==> src/rtl/mac_learning_pkg.sv <==
// Shared types and constants for the MAC learning controller.
package mac_learning_pkg;

   localparam int          GROUP_BIT     = 40;
   localparam logic [47:0] BROADCAST_KEY = 48'hFFFF_FFFF_FFFF;

   typedef enum logic [3:0] {
      IDLE,
      DST_MATCH,
      DST_RESULT,
      SRC_RESULT,
      SRC_DELETE,
      SRC_WRITE,
      DECIDE,
      REMOVE_MATCH,
      REMOVE_RESULT
   } mac_learning_state_t;

endpackage

==> src/rtl/mac_learning_controller_if.sv <==
// Descriptor, decision, removal, CAM-command and occupancy signals of the MAC learning controller.
// master is the controller's view; slave is the view of the surrounding switch logic and CAM.
interface mac_learning_controller_if #(
   parameter int KEY_WIDTH   = 48,
   parameter int TABLE_DEPTH = 32,
   parameter int INDEX_DEPTH = 8
);
   localparam int IW = $clog2(INDEX_DEPTH);
   localparam int CW = $clog2(TABLE_DEPTH + 1);

   logic                 lookup_valid;
   logic                 lookup_ready;
   logic [KEY_WIDTH-1:0] lookup_destination_key;
   logic [KEY_WIDTH-1:0] lookup_source_key;
   logic [IW-1:0]        lookup_ingress_index;

   logic                 decision_valid;
   logic                 decision_ready;
   logic [IW-1:0]        decision_index;
   logic                 decision_flood;
   logic                 decision_drop;

   logic                 remove_valid;
   logic                 remove_ready;
   logic [KEY_WIDTH-1:0] remove_key;

   logic                 cam_write_enable;
   logic                 cam_match_enable;
   logic                 cam_delete_enable;
   logic [KEY_WIDTH-1:0] cam_key;
   logic [IW-1:0]        cam_index;
   logic [IW-1:0]        cam_match_index;
   logic                 cam_match_valid;
   logic                 cam_no_match;

   logic [CW-1:0]        table_count;
   logic                 table_full;
   logic                 learn_overflow;

   modport master (
      input  lookup_valid, lookup_destination_key, lookup_source_key, lookup_ingress_index,
      output lookup_ready,
      output decision_valid, decision_index, decision_flood, decision_drop,
      input  decision_ready,
      input  remove_valid, remove_key,
      output remove_ready,
      output cam_write_enable, cam_match_enable, cam_delete_enable, cam_key, cam_index,
      input  cam_match_index, cam_match_valid, cam_no_match,
      output table_count, table_full, learn_overflow
   );

   modport slave (
      output lookup_valid, lookup_destination_key, lookup_source_key, lookup_ingress_index,
      input  lookup_ready,
      input  decision_valid, decision_index, decision_flood, decision_drop,
      output decision_ready,
      output remove_valid, remove_key,
      input  remove_ready,
      input  cam_write_enable, cam_match_enable, cam_delete_enable, cam_key, cam_index,
      output cam_match_index, cam_match_valid, cam_no_match,
      input  table_count, table_full, learn_overflow
   );

endinterface

==> src/rtl/mac_learning_controller.sv <==
// Sequences CAM match/learn/delete commands per frame descriptor and returns a forwarding decision.
// Also services address removals and tracks table occupancy so the CAM is never written while full.
module mac_learning_controller
   import mac_learning_pkg::*;
#(
   parameter int KEY_WIDTH   = 48,
   parameter int TABLE_DEPTH = 32,
   parameter int INDEX_DEPTH = 8
) (
   input logic                       clock,
   input logic                       reset_n,
   mac_learning_controller_if.master bus
);
   localparam int            IW         = $clog2(INDEX_DEPTH);
   localparam int            CW         = $clog2(TABLE_DEPTH + 1);
   localparam logic [CW-1:0] FULL_COUNT = CW'(TABLE_DEPTH);
   localparam logic [CW-1:0] COUNT_ONE  = CW'(1);

   mac_learning_state_t state, state_next;

   logic                 last_was_lookup;
   logic [KEY_WIDTH-1:0] destination_key;
   logic [KEY_WIDTH-1:0] source_key;
   logic [KEY_WIDTH-1:0] removal_key;
   logic [IW-1:0]        ingress_index;
   logic [IW-1:0]        destination_index;
   logic                 destination_hit;
   logic                 move_pending;
   logic                 learn_blocked;
   logic                 lookup_accept;
   logic                 remove_accept;
   logic                 count_up;
   logic                 count_down;
   logic                 flood_next;
   logic                 drop_next;

   assign flood_next = destination_key[GROUP_BIT] || !destination_hit;
   assign drop_next  = !flood_next && (destination_index == ingress_index);
   assign count_up   = (state == SRC_WRITE) && !move_pending && !learn_blocked && !bus.table_full;
   assign count_down = (state == REMOVE_RESULT) && bus.cam_match_valid && (bus.table_count != '0);

   always_ff @(posedge clock or negedge reset_n) begin
      if (!reset_n) state <= IDLE;
      else          state <= state_next;
   end

   always_comb begin
      state_next            = state;
      bus.lookup_ready      = 1'b0;
      bus.remove_ready      = 1'b0;
      bus.cam_write_enable  = 1'b0;
      bus.cam_match_enable  = 1'b0;
      bus.cam_delete_enable = 1'b0;
      bus.cam_key           = '0;
      bus.cam_index         = '0;
      lookup_accept         = 1'b0;
      remove_accept         = 1'b0;
      unique case (state)
         IDLE: begin
            // Whichever requester was served last yields under contention.
            bus.lookup_ready = !(bus.remove_valid && last_was_lookup);
            bus.remove_ready = !(bus.lookup_valid && !last_was_lookup);
            lookup_accept    = bus.lookup_valid && !(bus.remove_valid && last_was_lookup);
            remove_accept    = bus.remove_valid && !(bus.lookup_valid && !last_was_lookup);
            if (lookup_accept)      state_next = DST_MATCH;
            else if (remove_accept) state_next = REMOVE_MATCH;
         end
         DST_MATCH: begin
            bus.cam_match_enable = 1'b1;
            bus.cam_key          = destination_key;
            state_next           = DST_RESULT;
         end
         DST_RESULT: begin
            bus.cam_match_enable = 1'b1;
            bus.cam_key          = source_key;
            state_next           = SRC_RESULT;
         end
         SRC_RESULT: begin
            if (bus.cam_match_valid)
               state_next = (bus.cam_match_index == ingress_index) ? DECIDE : SRC_DELETE;
            else
               state_next = SRC_WRITE;
         end
         SRC_DELETE: begin
            bus.cam_delete_enable = 1'b1;
            bus.cam_key           = source_key;
            state_next            = SRC_WRITE;
         end
         SRC_WRITE: begin
            // A full-table miss still spends this slot with the write suppressed.
            bus.cam_write_enable = !learn_blocked;
            bus.cam_key          = source_key;
            bus.cam_index        = ingress_index;
            state_next           = DECIDE;
         end
         DECIDE: begin
            if (bus.decision_ready) state_next = IDLE;
         end
         REMOVE_MATCH: begin
            bus.cam_match_enable = 1'b1;
            bus.cam_key          = removal_key;
            state_next           = REMOVE_RESULT;
         end
         REMOVE_RESULT: begin
            bus.cam_delete_enable = bus.cam_match_valid;
            bus.cam_key           = removal_key;
            state_next            = IDLE;
         end
         default: state_next = IDLE;
      endcase
   end

   always_ff @(posedge clock or negedge reset_n) begin
      if (!reset_n) begin
         last_was_lookup    <= 1'b0;
         destination_key    <= '0;
         source_key         <= '0;
         removal_key        <= '0;
         ingress_index      <= '0;
         destination_index  <= '0;
         destination_hit    <= 1'b0;
         move_pending       <= 1'b0;
         learn_blocked      <= 1'b0;
         bus.decision_valid <= 1'b0;
         bus.decision_flood <= 1'b0;
         bus.decision_drop  <= 1'b0;
         bus.decision_index <= '0;
         bus.table_count    <= '0;
         bus.table_full     <= 1'b0;
         bus.learn_overflow <= 1'b0;
      end else begin
         bus.learn_overflow <= 1'b0;
         if (lookup_accept) begin
            destination_key <= bus.lookup_destination_key;
            source_key      <= bus.lookup_source_key;
            ingress_index   <= bus.lookup_ingress_index;
            last_was_lookup <= 1'b1;
         end
         if (remove_accept) begin
            removal_key     <= bus.remove_key;
            last_was_lookup <= 1'b0;
         end
         // Destination result reflects the table before this frame's learning.
         if (state == DST_RESULT) begin
            destination_hit   <= bus.cam_match_valid;
            destination_index <= bus.cam_match_index;
         end
         if (state == SRC_RESULT) begin
            move_pending       <= bus.cam_match_valid;
            learn_blocked      <= !bus.cam_match_valid && bus.table_full;
            bus.learn_overflow <= !bus.cam_match_valid && bus.table_full;
         end
         if (state != DECIDE && state_next == DECIDE) begin
            bus.decision_valid <= 1'b1;
            bus.decision_flood <= flood_next;
            bus.decision_drop  <= drop_next;
            bus.decision_index <= (flood_next || drop_next) ? '0 : destination_index;
         end else if (state == DECIDE && bus.decision_ready) begin
            bus.decision_valid <= 1'b0;
         end
         if (count_up) begin
            bus.table_count <= bus.table_count + COUNT_ONE;
            bus.table_full  <= (bus.table_count + COUNT_ONE) == FULL_COUNT;
         end else if (count_down) begin
            bus.table_count <= bus.table_count - COUNT_ONE;
            bus.table_full  <= 1'b0;
         end
      end
   end

endmodule

==> src/flat_wrapper.sv <==
// flat-port wrapper written by rule: the top's interface ports become plain ports
module mac_learning_controller_flat import mac_learning_pkg::*;
#(
   parameter int KEY_WIDTH   = 48,
   parameter int TABLE_DEPTH = 32,
   parameter int INDEX_DEPTH = 8
)
  (clock, reset_n, bus_lookup_valid, bus_lookup_destination_key, bus_lookup_source_key, bus_lookup_ingress_index, bus_lookup_ready, bus_decision_valid, bus_decision_index, bus_decision_flood, bus_decision_drop, bus_decision_ready, bus_remove_valid, bus_remove_key, bus_remove_ready, bus_cam_write_enable, bus_cam_match_enable, bus_cam_delete_enable, bus_cam_key, bus_cam_index, bus_cam_match_index, bus_cam_match_valid, bus_cam_no_match, bus_table_count, bus_table_full, bus_learn_overflow);
  mac_learning_controller_if #(.KEY_WIDTH(KEY_WIDTH), .TABLE_DEPTH(TABLE_DEPTH), .INDEX_DEPTH(INDEX_DEPTH)) bus_i ();
  input logic clock;
  input logic reset_n;
  input wire logic [$bits(bus_i.lookup_valid)-1:0] bus_lookup_valid;
  input wire logic [$bits(bus_i.lookup_destination_key)-1:0] bus_lookup_destination_key;
  input wire logic [$bits(bus_i.lookup_source_key)-1:0] bus_lookup_source_key;
  input wire logic [$bits(bus_i.lookup_ingress_index)-1:0] bus_lookup_ingress_index;
  output wire logic [$bits(bus_i.lookup_ready)-1:0] bus_lookup_ready;
  output wire logic [$bits(bus_i.decision_valid)-1:0] bus_decision_valid;
  output wire logic [$bits(bus_i.decision_index)-1:0] bus_decision_index;
  output wire logic [$bits(bus_i.decision_flood)-1:0] bus_decision_flood;
  output wire logic [$bits(bus_i.decision_drop)-1:0] bus_decision_drop;
  input wire logic [$bits(bus_i.decision_ready)-1:0] bus_decision_ready;
  input wire logic [$bits(bus_i.remove_valid)-1:0] bus_remove_valid;
  input wire logic [$bits(bus_i.remove_key)-1:0] bus_remove_key;
  output wire logic [$bits(bus_i.remove_ready)-1:0] bus_remove_ready;
  output wire logic [$bits(bus_i.cam_write_enable)-1:0] bus_cam_write_enable;
  output wire logic [$bits(bus_i.cam_match_enable)-1:0] bus_cam_match_enable;
  output wire logic [$bits(bus_i.cam_delete_enable)-1:0] bus_cam_delete_enable;
  output wire logic [$bits(bus_i.cam_key)-1:0] bus_cam_key;
  output wire logic [$bits(bus_i.cam_index)-1:0] bus_cam_index;
  input wire logic [$bits(bus_i.cam_match_index)-1:0] bus_cam_match_index;
  input wire logic [$bits(bus_i.cam_match_valid)-1:0] bus_cam_match_valid;
  input wire logic [$bits(bus_i.cam_no_match)-1:0] bus_cam_no_match;
  output wire logic [$bits(bus_i.table_count)-1:0] bus_table_count;
  output wire logic [$bits(bus_i.table_full)-1:0] bus_table_full;
  output wire logic [$bits(bus_i.learn_overflow)-1:0] bus_learn_overflow;
  assign bus_i.lookup_valid = bus_lookup_valid;
  assign bus_i.lookup_destination_key = bus_lookup_destination_key;
  assign bus_i.lookup_source_key = bus_lookup_source_key;
  assign bus_i.lookup_ingress_index = bus_lookup_ingress_index;
  assign bus_lookup_ready = bus_i.lookup_ready;
  assign bus_decision_valid = bus_i.decision_valid;
  assign bus_decision_index = bus_i.decision_index;
  assign bus_decision_flood = bus_i.decision_flood;
  assign bus_decision_drop = bus_i.decision_drop;
  assign bus_i.decision_ready = bus_decision_ready;
  assign bus_i.remove_valid = bus_remove_valid;
  assign bus_i.remove_key = bus_remove_key;
  assign bus_remove_ready = bus_i.remove_ready;
  assign bus_cam_write_enable = bus_i.cam_write_enable;
  assign bus_cam_match_enable = bus_i.cam_match_enable;
  assign bus_cam_delete_enable = bus_i.cam_delete_enable;
  assign bus_cam_key = bus_i.cam_key;
  assign bus_cam_index = bus_i.cam_index;
  assign bus_i.cam_match_index = bus_cam_match_index;
  assign bus_i.cam_match_valid = bus_cam_match_valid;
  assign bus_i.cam_no_match = bus_cam_no_match;
  assign bus_table_count = bus_i.table_count;
  assign bus_table_full = bus_i.table_full;
  assign bus_learn_overflow = bus_i.learn_overflow;
  mac_learning_controller #(.KEY_WIDTH(KEY_WIDTH), .TABLE_DEPTH(TABLE_DEPTH), .INDEX_DEPTH(INDEX_DEPTH)) u_core (.clock(clock), .reset_n(reset_n), .bus(bus_i));
endmodule
==> config.mk <==
export PLATFORM = sky130hd
export DESIGN_NAME = mac_learning_controller_flat
export DESIGN_NICKNAME = d
export VERILOG_FILES = /design/src/rtl/mac_learning_pkg.sv /design/src/rtl/mac_learning_controller_if.sv /design/src/rtl/mac_learning_controller.sv /design/src/flat_wrapper.sv
export SDC_FILE = /design/constraint.sdc
export NUM_CORES = 1
export LEC_CHECK = 0
export CAP_MARGIN = 15
export CORE_AREA = 2 2 133 135
export CTS_BUF_LIST = sky130_fd_sc_hd__clkbuf_2
export DETAILED_ROUTE_END_ITERATION = 8
export DIE_AREA = 0 0 135 137
export PLACE_DENSITY = 0.73
export SLEW_MARGIN = 0
export SYNTH_ARGS = -nofsm -noshare
export SYNTH_HDL_FRONTEND = slang
export SYNTH_SLANG_ARGS = --single-unit
==> constraint.sdc <==
create_clock -name clock -period 2.6 [get_ports clock]
set_clock_uncertainty 0.05 [all_clocks]
set_input_delay 0.26 -clock clock [delete_from_list [all_inputs] [get_ports clock]]
set_output_delay 0.26 -clock clock [all_outputs]
set_load 0.1 [all_outputs]
==> impl_metrics.json <==
{
  "status": "finished with violations",
  "failed_checks": "setup timing",
  "finalHoldWorstSlack_ns": 0.0495,
  "pre_cts_slack_ns": 0.219,
  "fin_area_um2": 12100,
  "end_kind": "output port",
  "cts_tree": "yes",
  "drtAntennaViolNets": 0,
  "synth_top_area_cell": "dfrtp_1",
  "critical_path_required_ns": 2.29,
  "fin_util_pct": 71.2,
  "start_util_pct": 44.5,
  "vias": 6203,
  "syn_inst": 572,
  "max-cap-violations": 0,
  "synthToLayoutAreaGrowth_pct": 59.9,
  "wirelength_um": 23900,
  "ys_warn_count": 0,
  "finalCritPeriodShare_pct": 111,
  "r2r_cells": 7,
  "die_w_um": 135,
  "grt_pass1_vias": 6756,
  "drv_slew": 0,
  "layout_setup_ws_ns": -0.276,
  "syn_nets": 733,
  "die_h_um": 137,
  "worst_pin_slew_ns": 0.797,
  "gp_congestion": 0.841,
  "synth-async-reset-ratio_pct": 100,
  "io-pin-count": 227,
  "antenna_found_initial": 1,
  "grt_pass1_wl_um": 35300,
  "finalHoldViolCount": 0,
  "final_layout_size_suffix_gt1_share_pct": 33.1,
  "synth_most_common_cell": "dfrtp_1",
  "rsz0062_at_grt": "true",
  "synth.top_cell.area_share_pct": 56.6,
  "crit_type": "register to output port",
  "grt_max_degree": 85,
  "dpl.hpwl_um": 14200,
  "ys_ff_latch": 172,
  "num_rows": 48,
  "setup_violations": 48,
  "drt-vias-per-instance": 5.49,
  "ys.flop_type": "dfrtp_1",
  "synth_edf_count": 0,
  "filler_cell_count": 1142,
  "track_usage_pct": 25.4,
  "rr_endpoint": "u_core.bus.decision_index[1]",
  "synthTopCellsByArea": "dfrtp_1, mux2_2, a222oi_1",
  "syn_area_per_cell_um2": 13.3,
  "port_buffers": 225,
  "place_area_um2": 10700,
  "clk_latency_ns": 0.70,
  "core_area_um2": 17100,
  "slew_headroom_pct": 46.9,
  "grt.overflow.total": 0,
  "yosys-top-cells-count": "dfrtp_1, mux2_2, inv_1",
  "fmax_mhz": 348,
  "cts_buffer_depth": 2,
  "min_path_type": "primary input to asynchronous set/reset pin",
  "dieArea_um2": 18500,
  "wl_per_cell_um": 21.2,
  "crit_fanout": 6,
  "clk_pin_slew_ns": 0.25,
  "root_buffer": "clkbuf_2",
  "cp-start-kind": "register",
  "route.detailed.drc": 0,
  "htree_levels": 4,
  "ys_types": 47,
  "drt_iter0_drc": 431,
  "nNetsFinal": 1052,
  "rrSetupSlack_ns": 0.33,
  "cts-buffers-inserted": 17,
  "arrival_ns": 2.57,
  "min_period_ns": 2.88,
  "syn_area_um2": 7600,
  "seq_area_frac_synth_pct": 56.6,
  "firstDrtPassIters": 6,
  "cts_sinks": 172,
  "worst_r2r_startpoint": "u_core.state[1]"
}
==> cell families after synthesis <==
family / synth area share (%)
buf+inv: 4.84
mux: 23.3
simple gates: 4.08
compound gates: 9.07
flops: 56.6
xor+xnor: 1.38
fa+ha+maj: 0.659
==> registers in the layout, summed over array words and instances, names as in the netlist <==
signal                     cells
u_core.ingress_index           3
u_core.bus.table_count         6
u_core.bus.decision_index      3
u_core.destination_hit         1
u_core.removal_key            48
u_core.bus.decision_flood      1
u_core.learn_blocked           1
u_core.move_pending            1
u_core.last_was_lookup         1
u_core.destination_index       3
u_core.bus.table_full          1
u_core.bus.decision_drop       1
u_core.bus.learn_overflow      1
u_core.state                   4
u_core.destination_key        48
u_core.source_key             48
u_core.bus.decision_valid      1
==> worst max-delay path by stage <==
| stage | startpoint | to | slack [ns] |
|---|---|---|---|
| finish | u_core.state[1] | bus_cam_key[24] | -0.28 |
| global route | u_core.state[0] | bus_cam_key[4] | -0.47 |
| CTS | u_core.state[1] | bus_cam_key[26] | -0.31 |
| detailed placement | bus_lookup_valid | u_core.bus.decision_index[1] | 0.22 |
| global placement | bus_lookup_valid | u_core.bus.decision_drop | 0.29 |
| floorplan | u_core.state[0] | bus_cam_key[14] | 0.01 |
==> placed cells by master (no fill, tap or decap), types with 7 or more instances in the layout <==
cell type	count
inv_1	57
mux2_2	127
nand2_1	16
dfrtp_1	168
buf_12	60
buf_6	7
xnor2_1	9
dlygate4sd3_1	63
buf_4	38
clkdlybuf4s50_1	154
mux2_1	24
a222oi_1	48
clkbuf_2	18
==> metrics by stage <==
step,std cells,setup TNS (ns)
final,1130,-8.43
after global routing,1130,-17.41
after CTS,1118,-13.07
after detailed placement,1003,0
after global placement,1003,0
after floorplan,572,0
==> metal layers <==
metal	vias to the layer above	GRT usage, %	routed length, µm
li1	2739	-	-
met2	246	44.7	12400
met5	-	0	0
met4	0	9.66	746
met1	3175	28.6	8880
met3	43	8.63	1860
==> layout make-up <==
type	instances	area (µm²)	share of cell area, %
clock buffers	18	90.1	0.742
flip-flops and latches	172	4310	35.5
well taps	225	282	2.32
clock inverters	14	144	1.18
inverters	57	214	1.76
diodes	1	2.50	0.0206
repair buffers	335	4050	33.3
multi-input cells	308	3060	25.2
==> worst max-delay path, cell delays in order (launching register included) <==
cell	delay (ns)
dfrtp_2	0.47
buf_6	0.12
nand2b_4	0.06
mux2_4	0.15
nor2_4	0.05
buf_8	0.14
buf_12	0.14
a222oi_1	0.38
inv_1	0.15
buf_12	0.19
==> what timing repair did <==
item | in CTS | in global routing
hold endpoints to repair | 186 | 6
setup endpoints to repair | 54 | 52
pin swaps | 23 | 29
setup buffers | 19 | 4
hold buffers | 57 | 6
gates cloned | 7 | 6
resized for setup | 23 | 20
Power is not shown: default switching activity piles up to over one toggle a cycle in this logic, so the estimate is an artifact.
